$ cat config.mk
export PLATFORM = sky130hd
export DESIGN_NAME = csr_row_dispatcher
export DESIGN_NICKNAME = d
export VERILOG_FILES = /design/src/rtl/smvm_pkg.sv /design/src/rtl/csr_row_dispatcher.sv
export SDC_FILE = /design/constraint.sdc
export NUM_CORES = 1
export LEC_CHECK = 0
export BUFFER_PORTS_ARGS = -buffer_cell sky130_fd_sc_hd__buf_2
export CELL_PAD_IN_SITES_DETAIL_PLACEMENT = 0
export CELL_PAD_IN_SITES_GLOBAL_PLACEMENT = 1
export CORE_AREA = 2 2 112 114
export CTS_CLUSTER_SIZE = 10
export DETAILED_ROUTE_END_ITERATION = 7
export DIE_AREA = 0 0 114 116
export PLACE_DENSITY_LB_ADDON = 0.1
export SKIP_CTS_REPAIR_TIMING = 1
export SLEW_MARGIN = 40
export SYNTH_ARGS = -nofsm -noshare
export SYNTH_HDL_FRONTEND = slang
export SYNTH_SLANG_ARGS = --single-unit
export TNS_END_PERCENT = 50
$ cat constraint.sdc
create_clock -name clk -period 4.05 [get_ports clk]
set_input_delay 1.215 -clock clk [delete_from_list [all_inputs] [get_ports clk]]
set_output_delay 1.215 -clock clk [all_outputs]
set_load 0.02 [all_outputs]
$ cat src/rtl/smvm_pkg.sv
// Shared types for the CSR sparse matrix-vector datapath.
//   disp_state_t : dispatcher FSM encoding
//   csr_beat_t   : one output beat (row, val, col, first, last, empty) at the
//                  default widths shared with the row multiplier
package smvm_pkg;

  typedef enum logic [2:0] {
    IDLE = 3'd0,
    P0   = 3'd1,
    P1   = 3'd2,
    CHK  = 3'd3,
    NZ   = 3'd4,
    EMIT = 3'd5,
    DONE = 3'd6
  } disp_state_t;

  localparam int SMVM_N      = 100;
  localparam int SMVM_NNZ    = 100;
  localparam int SMVM_DATA_W = 32;
  localparam int SMVM_ROW_W  = $clog2(SMVM_N + 1);
  localparam int SMVM_PTR_W  = $clog2(SMVM_NNZ + 1);

  typedef struct packed {
    logic [SMVM_ROW_W-1:0]  row;
    logic [SMVM_DATA_W-1:0] val;
    logic [SMVM_ROW_W-1:0]  col;
    logic                   first;
    logic                   last;
    logic                   empty;
  } csr_beat_t;

  localparam int CSR_BEAT_W = $bits(csr_beat_t);

endpackage

$ cat src/rtl/csr_row_dispatcher.sv
// CSR row dispatcher: walks row_ptr, fetches each row's nonzeros from the
// val/col memory and streams one beat per nonzero (or one marker beat per
// empty/malformed row) to the downstream row MAC.
//
// Ports:
//   clk, rst                 clock, synchronous active-high reset
//   start, n_rows            pass request (IDLE only), row count (clamped to N)
//   busy, done, err          pass status; err is sticky until next start
//   rp_addr / rp_rdata       row_ptr memory port, 1-cycle read latency
//   nz_addr / nz_val, nz_col val/col memory port, 1-cycle read latency
//   out_valid / out_ready    beat handshake
//   out_row, out_val, out_col, out_first, out_last, out_empty  beat payload
//
// state | meaning
// IDLE  | waiting for start
// P0    | read row_ptr[0]
// P1    | capture row start pointer, read row_ptr[row+1]
// CHK   | capture row end pointer, classify row, issue first nonzero read
// NZ    | load beat from val/col memory
// EMIT  | hold beat until accepted, then issue next read
// DONE  | one-cycle done pulse
module csr_row_dispatcher
  import smvm_pkg::*;
#(
  parameter int N      = 100,
  parameter int NNZ    = 100,
  parameter int DATA_W = 32,
  parameter int ROW_W  = $clog2(N + 1),
  parameter int PTR_W  = $clog2(NNZ + 1)
) (
  input  logic              clk,
  input  logic              rst,
  input  logic              start,
  input  logic [ROW_W-1:0]  n_rows,
  output logic              busy,
  output logic              done,
  output logic              err,
  output logic [ROW_W-1:0]  rp_addr,
  input  logic [PTR_W-1:0]  rp_rdata,
  output logic [PTR_W-1:0]  nz_addr,
  input  logic [DATA_W-1:0] nz_val,
  input  logic [ROW_W-1:0]  nz_col,
  output logic              out_valid,
  input  logic              out_ready,
  output logic [ROW_W-1:0]  out_row,
  output logic [DATA_W-1:0] out_val,
  output logic [ROW_W-1:0]  out_col,
  output logic              out_first,
  output logic              out_last,
  output logic              out_empty
);

  localparam logic [ROW_W-1:0] ROW_MAX = ROW_W'(N);
  localparam logic [PTR_W:0]   PTR_MAX = (PTR_W + 1)'(NNZ);

  disp_state_t state;

  logic [ROW_W-1:0] nRowsQ;
  logic [ROW_W-1:0] row;
  logic [PTR_W-1:0] curPtr;
  logic [PTR_W-1:0] endPtr;
  logic [PTR_W-1:0] idx;
  logic             rowBad;

  logic [ROW_W-1:0] nRowsClamped;
  logic [ROW_W:0]   rowNext;
  logic             moreRows;
  logic [PTR_W:0]   idxNext;
  logic             nzLast;
  logic             rowEmpty;
  logic             rowMalformed;
  logic             handshake;

  assign nRowsClamped = (n_rows > ROW_MAX) ? ROW_MAX : n_rows;
  assign rowNext      = {1'b0, row} + 1'b1;
  assign moreRows     = rowNext < {1'b0, nRowsQ};
  assign idxNext      = {1'b0, idx} + 1'b1;
  assign nzLast       = idxNext == {1'b0, endPtr};
  assign rowEmpty     = rp_rdata == curPtr;
  // An end pointer behind the start or past the nonzero array is unusable;
  // the row still gets a marker beat so the downstream row count stays intact.
  assign rowMalformed = (rp_rdata < curPtr) || ({1'b0, rp_rdata} > PTR_MAX);
  assign handshake    = (state == EMIT) && out_ready;

  assign out_valid = state == EMIT;
  assign done      = state == DONE;
  assign busy      = (state != IDLE) && (state != DONE);

  // Reads are issued only on the transitions that need them, so every
  // row_ptr entry is fetched exactly once per pass.
  always_comb begin
    rp_addr = '0;
    nz_addr = '0;
    case (state)
      P1:      rp_addr = rowNext[ROW_W-1:0];
      CHK:     if (!rowEmpty && !rowMalformed) nz_addr = curPtr;
      EMIT: begin
        if (handshake) begin
          if (!out_last) nz_addr = idxNext[PTR_W-1:0];
          else if (moreRows) rp_addr = row + ROW_W'(2);
        end
      end
      default: ;
    endcase
  end

  always_ff @(posedge clk) begin
    if (rst) begin
      state     <= IDLE;
      nRowsQ    <= '0;
      row       <= '0;
      curPtr    <= '0;
      endPtr    <= '0;
      idx       <= '0;
      rowBad    <= 1'b0;
      err       <= 1'b0;
      out_row   <= '0;
      out_val   <= '0;
      out_col   <= '0;
      out_first <= 1'b0;
      out_last  <= 1'b0;
      out_empty <= 1'b0;
    end else begin
      case (state)
        IDLE: begin
          if (start) begin
            err    <= 1'b0;
            nRowsQ <= nRowsClamped;
            row    <= '0;
            state  <= (nRowsClamped == '0) ? DONE : P0;
          end
        end
        P0: state <= P1;
        P1: begin
          curPtr <= rp_rdata;
          state  <= CHK;
        end
        CHK: begin
          endPtr <= rp_rdata;
          rowBad <= rowMalformed;
          if (rowEmpty || rowMalformed) begin
            if (rowMalformed) err <= 1'b1;
            out_row   <= row;
            out_val   <= '0;
            out_col   <= '0;
            out_first <= 1'b1;
            out_last  <= 1'b1;
            out_empty <= 1'b1;
            state     <= EMIT;
          end else begin
            idx   <= curPtr;
            state <= NZ;
          end
        end
        NZ: begin
          out_row   <= row;
          out_val   <= nz_val;
          out_col   <= nz_col;
          out_first <= idx == curPtr;
          out_last  <= nzLast;
          out_empty <= 1'b0;
          state     <= EMIT;
        end
        EMIT: begin
          if (out_ready) begin
            if (!out_last) begin
              idx   <= idxNext[PTR_W-1:0];
              state <= NZ;
            end else if (moreRows) begin
              row <= rowNext[ROW_W-1:0];
              // A bad row's end pointer is not trusted as the next start.
              if (!rowBad) curPtr <= endPtr;
              state <= CHK;
            end else begin
              state <= DONE;
            end
          end
        end
        DONE:    state <= IDLE;
        default: state <= IDLE;
      endcase
    end
  end

endmodule
# After elaboration in Yosys (flattened, before gate mapping)
# Cells that the tools add are included.
[totals]
elab_cells = 106
input_bits = 57
reg_bits = 89
out_inout_bits = 67
[op_classes]
muxes = 44
magnitude_cmp = 4
n_addsub = 3
reduce_logical = 22
eq_ne = 19
[ops]
columns = ["cell", "n"]
rows = [
  ["$mux W7", 20],
  ["$pmux W7 S2", 7],
  ["$pmux W32 S2", 1],
  ["$mux W32", 1],
  ["$pmux W3 S6", 1],
  ["$add A7 B1 Y8 const B", 2],
  ["$mux W3", 5],
  ["$eq A7 B7 Y1", 2],
  ["$gt A7 B7 Y1 const B", 2],
  ["$ne A2 B2 Y1 const B", 6],
  ["$reduce_and A5 Y1", 2],
  ["$reduce_bool A2 Y1", 5],
  ["$eq A3 B3 Y1 const B", 3],
  ["$eq A8 B7 Y1", 1],
  ["$lt A8 B7 Y1", 1],
  ["$pmux W1 S2", 4],
  ["$reduce_and A4 Y1", 2],
  ["$add A7 B2 Y7 const B", 1],
  ["$logic_not A7 Y1", 1],
  ["$lt A7 B7 Y1", 1],
  ["$eq A3 B2 Y1 const B", 2],
  ["$ne A2 B1 Y1 const B", 3],
  ["$reduce_and A2 Y1", 3],
  ["$mux W1", 5],
  ["7 further kinds", 11],
]

# Depth between registers and ports, before layout
[logic_depth]
ltp_word = 6
depth_mapped = 13
mapped_depth_nobuf = 11

# Worst setup path after synthesis
# OpenSTA, ideal clock, no wires.
[synth_path]
path_kind = "input port to output port"
start = "input rp_rdata[6]"
end = "output nz_addr[1]"
cell_stages = 8
arrival_time_ns = 2.618
path_buffers = 1
slack_ns = 0.217
cell_sequence = "ha_1 -> a21oi_1 -> o21ai_0 -> o21a_1 -> and3_1 -> buf_2 -> a22oi_1 -> inv_1"
[synth_via]
elab_chain_len = 6
word_cells_on_any_way = 9
cone_classes = "order compare (2); eq/ne (1); mux (2); reduce/logical (4)"
[synth_lines]
columns = ["element", "line_no", "source"]
rows = [
  ["start, declared", "csr_row_dispatcher.sv:39", "input logic [PTR_W-1:0] rp_rdata,"],
  ["$lt A7 B7 Y1 or $gt A7 B7 Y1 (tied branches)", "csr_row_dispatcher.sv:82", "assign rowMalformed = (rp_rdata < curPtr) || ({1'b0, rp_rdata} > PTR_MAX);"],
  ["$logic_or A1 B1 Y1", "csr_row_dispatcher.sv:82", ""],
  ["$logic_not A1 Y1", "csr_row_dispatcher.sv:96", "CHK: if (!rowEmpty && !rowMalformed) nz_addr = curPtr;"],
  ["$logic_and A1 B1 Y1 (*)", "csr_row_dispatcher.sv:96", ""],
  ["$mux W7 (*)", "csr_row_dispatcher.sv:96", ""],
  ["$pmux W7 S2 (*)", "csr_row_dispatcher.sv:94", "case (state)"],
  ["end, declared", "csr_row_dispatcher.sv:40", "output logic [PTR_W-1:0] nz_addr,"],
]
# Every way passes the cells marked *; elsewhere a longest branch is shown, timed or not.

# Worst setup path after layout
[layout_path]
start = "register row[1]"
end = "output rp_addr[3]"
[layout_via]
elab_chain_len = 6
word_cells_on_any_way = 7
cone_classes = "add/sub (2); order compare (1); mux (4)"
[layout_lines]
columns = ["element", "line_no", "source"]
rows = [
  ["start, declared", "csr_row_dispatcher.sv:59", "logic [ROW_W-1:0] row;"],
  ["start signal, assigned", "csr_row_dispatcher.sv:170", "row <= rowNext[ROW_W-1:0];"],
  ["$add A7 B1 Y8", "csr_row_dispatcher.sv:75", "assign rowNext = {1'b0, row} + 1'b1;"],
  ["$lt A8 B7 Y1", "csr_row_dispatcher.sv:76", "assign moreRows = rowNext < {1'b0, nRowsQ};"],
  ["$mux W7", "csr_row_dispatcher.sv:100", "else if (moreRows) rp_addr = row + ROW_W'(2);"],
  ["$mux W7", "csr_row_dispatcher.sv:99", "if (!out_last) nz_addr = idxNext[PTR_W-1:0];"],
  ["$mux W7", "csr_row_dispatcher.sv:98", "if (handshake) begin"],
  ["$pmux W7 S2 (*)", "csr_row_dispatcher.sv:94", ""],
  ["end, declared", "csr_row_dispatcher.sv:38", "output logic [ROW_W-1:0] rp_addr,"],
]
# Marks and branches as above.

==> metrics.txt <==
layout cells sized above 1=approximately 32%; top cell type by total area after synthesis=dfxtp_1; Seq pwr share=between 40 and 50%; clock latency on the worst-skew pair=~340 ps; area share of the largest cell type after synthesis=between 30 and 40%; P&R area growth vs syn=28.6%; final worst setup slack=~49 ps; core footprint=approximately 0.012 mm²; Tcrit/Tclk final=a little over nine tenths; placed instance area=0.00543 mm²; Area contributors post-synth=dfxtp_1, a22oi_1, nor2_1; initial antenna violation count=0; Layout Skew=between 5 and 6 ps; Post-synth EDFFs=0; Yosys warnings=0; drt pass-1 iters=5; critical path endpoint category=output port; worst min-delay path class=reg2reg; final instance area=0.00590 mm²; status=finished clean; DR WL/cell=15.8 µm; CTS Buf Count=9; NetSw=between 600 and 700 µW; async set-reset flop share out of synthesis=0%; Mapped Avg Cell Area=approximately 8.6 µm²; DRC=0; clk slew on worst S/H paths=~70 ps; Post-Place Cells=approximately 800; ANT nets after route=0; die height=116 µm; routability cong.=approximately 0.84; CTS tree=built; Seq cells post-synth=89; CTS root buf=clkbuf_16; final wirelength=roughly 13000 µm; initial drt markers=330; Die Width=approximately 110 µm; drt via density=around 5.3; pwr dens=between 300 and 400 mW/mm²; Synth cell types=60; fin crit period=~4000 ps; Global Route Usage Sum=19.4%; Logic pwr share=19.6%; sequential area share after synthesis=38.8%; number of antenna diodes=0; Mapped Nets=roughly 600; row cnt=40; Worst-Margin Slew=around 770 ps; vias in the first global route=4068; Crit Path Max Fanout=7; via count=~4300; final setup vio count=0; Sink Count=between 80 and 90; cell area after synthesis=about 0.0046 mm²; Worst VDD drop=between 0.2 and 0.25 mV; WHS=between 400 and 500 ps; top_reg_cell synth=dfxtp_1; final hold vios=0; CTS max path bufs=2; Finished Layout Cells=roughly 800; Port-buffer cells=between 100 and 150; Initial Util=38.5%; Sw Share=30.2%; Achievable Freq=between 200 and 250 MHz; P_leak=0.00258 µW; Synth Instances=~530; CP Launch Type=register; die area=between 0.01 and 0.015 mm²; pre-CTS setup slack=-84.2 ps; largest net degree at the start of global routing=between 50 and 60; Max Cap Violations=0; first-pass GRT wire length=between 20000 and 25000 µm; Crit path arrival time=between 2000 and 3000 ps; hpwl dp=approximately 9000 µm; final net count=740; io pins=around 120; Setup CP Type=reg2out; H-tree depth=3; Clock Power Share=a little under two fifths; grt total ovfl=0; Slew headroom=between 40% and 50%; Final Max Tran Viols=0; internal power=~1600 µW; Crit path required time=roughly 2800 ps
[area by class of cell]
| cell class | instances | area (µm²) |
|---|---|---|
| fillers | 1175 | 6010 |
| multi-input cells | 386 | 2600 |
| flip-flops and latches | 89 | 1790 |
| repair buffers | 158 | 913 |
| clock buffers | 10 | 239 |
| well taps | 147 | 184 |
| inverters | 23 | 104 |
| clock inverters | 6 | 73.8 |
[cell families after synthesis]
group | after synthesis | share of synthesized area, %
compound gates | 150 | 23.4
xor+xnor | 24 | 4.88
fa+ha+maj | 16 | 4.36
buf+inv | 59 | 6.65
flops | 89 | 38.8
mux | 13 | 2.83
simple gates | 183 | 19.1
[cells in the mapped netlist, types with 2 or more instances]
cell type,n
a211oi_1,6
a211oi_2,6
a21boi_0,2
a21o_1,3
a21oi_1,40
a22o_1,7
a22oi_1,42
a31oi_1,3
and2_1,2
and3_1,3
buf_2,8
buf_4,7
buf_6,4
clkbuf_1,17
dfxtp_1,89
ha_1,16
inv_1,21
mux2i_1,13
nand2_1,48
nand2_2,2
nand2b_1,7
nand3_1,13
nand3b_1,3
nand4_1,3
nor2_1,68
nor2_2,3
nor3_1,17
nor3_4,2
nor4_1,2
o2111ai_1,3
o211ai_1,2
o21a_1,2
o21ai_0,16
o32ai_1,4
or2_2,2
or3_1,3
xnor2_1,13
xor2_1,10
[critical path, stage by stage, from the launching register on]
cell and delay [ps]:
dfxtp_4 380, ha_4 130, nand4_1 150, xnor2_2 200, ha_1 330, a21oi_2 210
o22ai_4 100, nor3_4 200, nand2_4 130, buf_4 180, a21boi_1 140, o211a_1 150
buf_4 130
[sequential cells by signal (all words and copies together) (netlist names)]
| name | count |
|---|---|
| out_val | 32 |
| out_empty | 1 |
| nRowsQ | 7 |
| err | 1 |
| out_last | 1 |
| out_row | 7 |
| curPtr | 7 |
| out_first | 1 |
| state | 3 |
| row | 7 |
| rowBad | 1 |
| out_col | 7 |
| endPtr | 7 |
| idx | 7 |
[metal layers]
metal  vias up  track usage [%]  wire length [µm]
li1       2165                -                 -
met2       146             29.6              5640
met4         0             6.34               176
met1      2013             27.0              6130
met3        14             4.81               966
met5         -                0                 0
[power groups by stage]
| stage | Sequential [µW] | Clock [µW] | Combinational, µW |
|---|---|---|---|
| floorplan | 998 | 0 | 288 |
| CTS | 971 | 894 | 445 |
| finish | 970 | 874 | 451 |
| global route | 977 | 926 | 499 |
| global placement | 989 | 0 | 438 |
| detailed placement | 990 | 0 | 444 |
[per-stage QoR]
stage               total power, µW  util (%)  setup TNS (ps)
floorplan                      1290         -               0
global placement               1430      45.6           -24.8
detailed placement             1430      45.6            -267
CTS                            2310      48.2            -599
global route                   2400      49.6            -231
finish                         2300      49.6               0
[final timing paths]
check,startpoint,endpoint,slack [ps],depth (start not counted)
worst min register to register,nRowsQ[3]$_SDFFE_PP0P_,nRowsQ[3]$_SDFFE_PP0P_,460,2
worst max register to register,row[2]$_SDFFE_PP0P_,row[1]$_SDFFE_PP0P_,1370,14
worst max-delay path,row[1]$_SDFFE_PP0P_,rp_addr[3],50,12
worst min-delay path,nRowsQ[3]$_SDFFE_PP0P_,nRowsQ[3]$_SDFFE_PP0P_,460,2
[cell usage in the layout, fill, tap and decap left out, types with 4 or more instances in the layout]
cell type | synthesis | routed
nand3_1 | 13 | 13
buf_6 | 4 | 4
nor3_1 | 17 | 15
a22o_1 | 7 | 7
o32ai_1 | 4 | 4
dfxtp_1 | 89 | 86
mux2i_1 | 13 | 13
inv_1 | 21 | 20
a211oi_1 | 6 | 6
a22oi_1 | 42 | 41
a211oi_2 | 6 | 6
clkbuf_16 | 0 | 9
nand2_1 | 48 | 46
nor2_1 | 68 | 68
buf_4 | 7 | 33
nand2b_1 | 7 | 7
xor2_1 | 10 | 10
o21ai_0 | 16 | 14
buf_2 | 8 | 120
a21oi_1 | 40 | 37
ha_1 | 16 | 14
xnor2_1 | 13 | 11
Power figures use the tool's default switching activity.
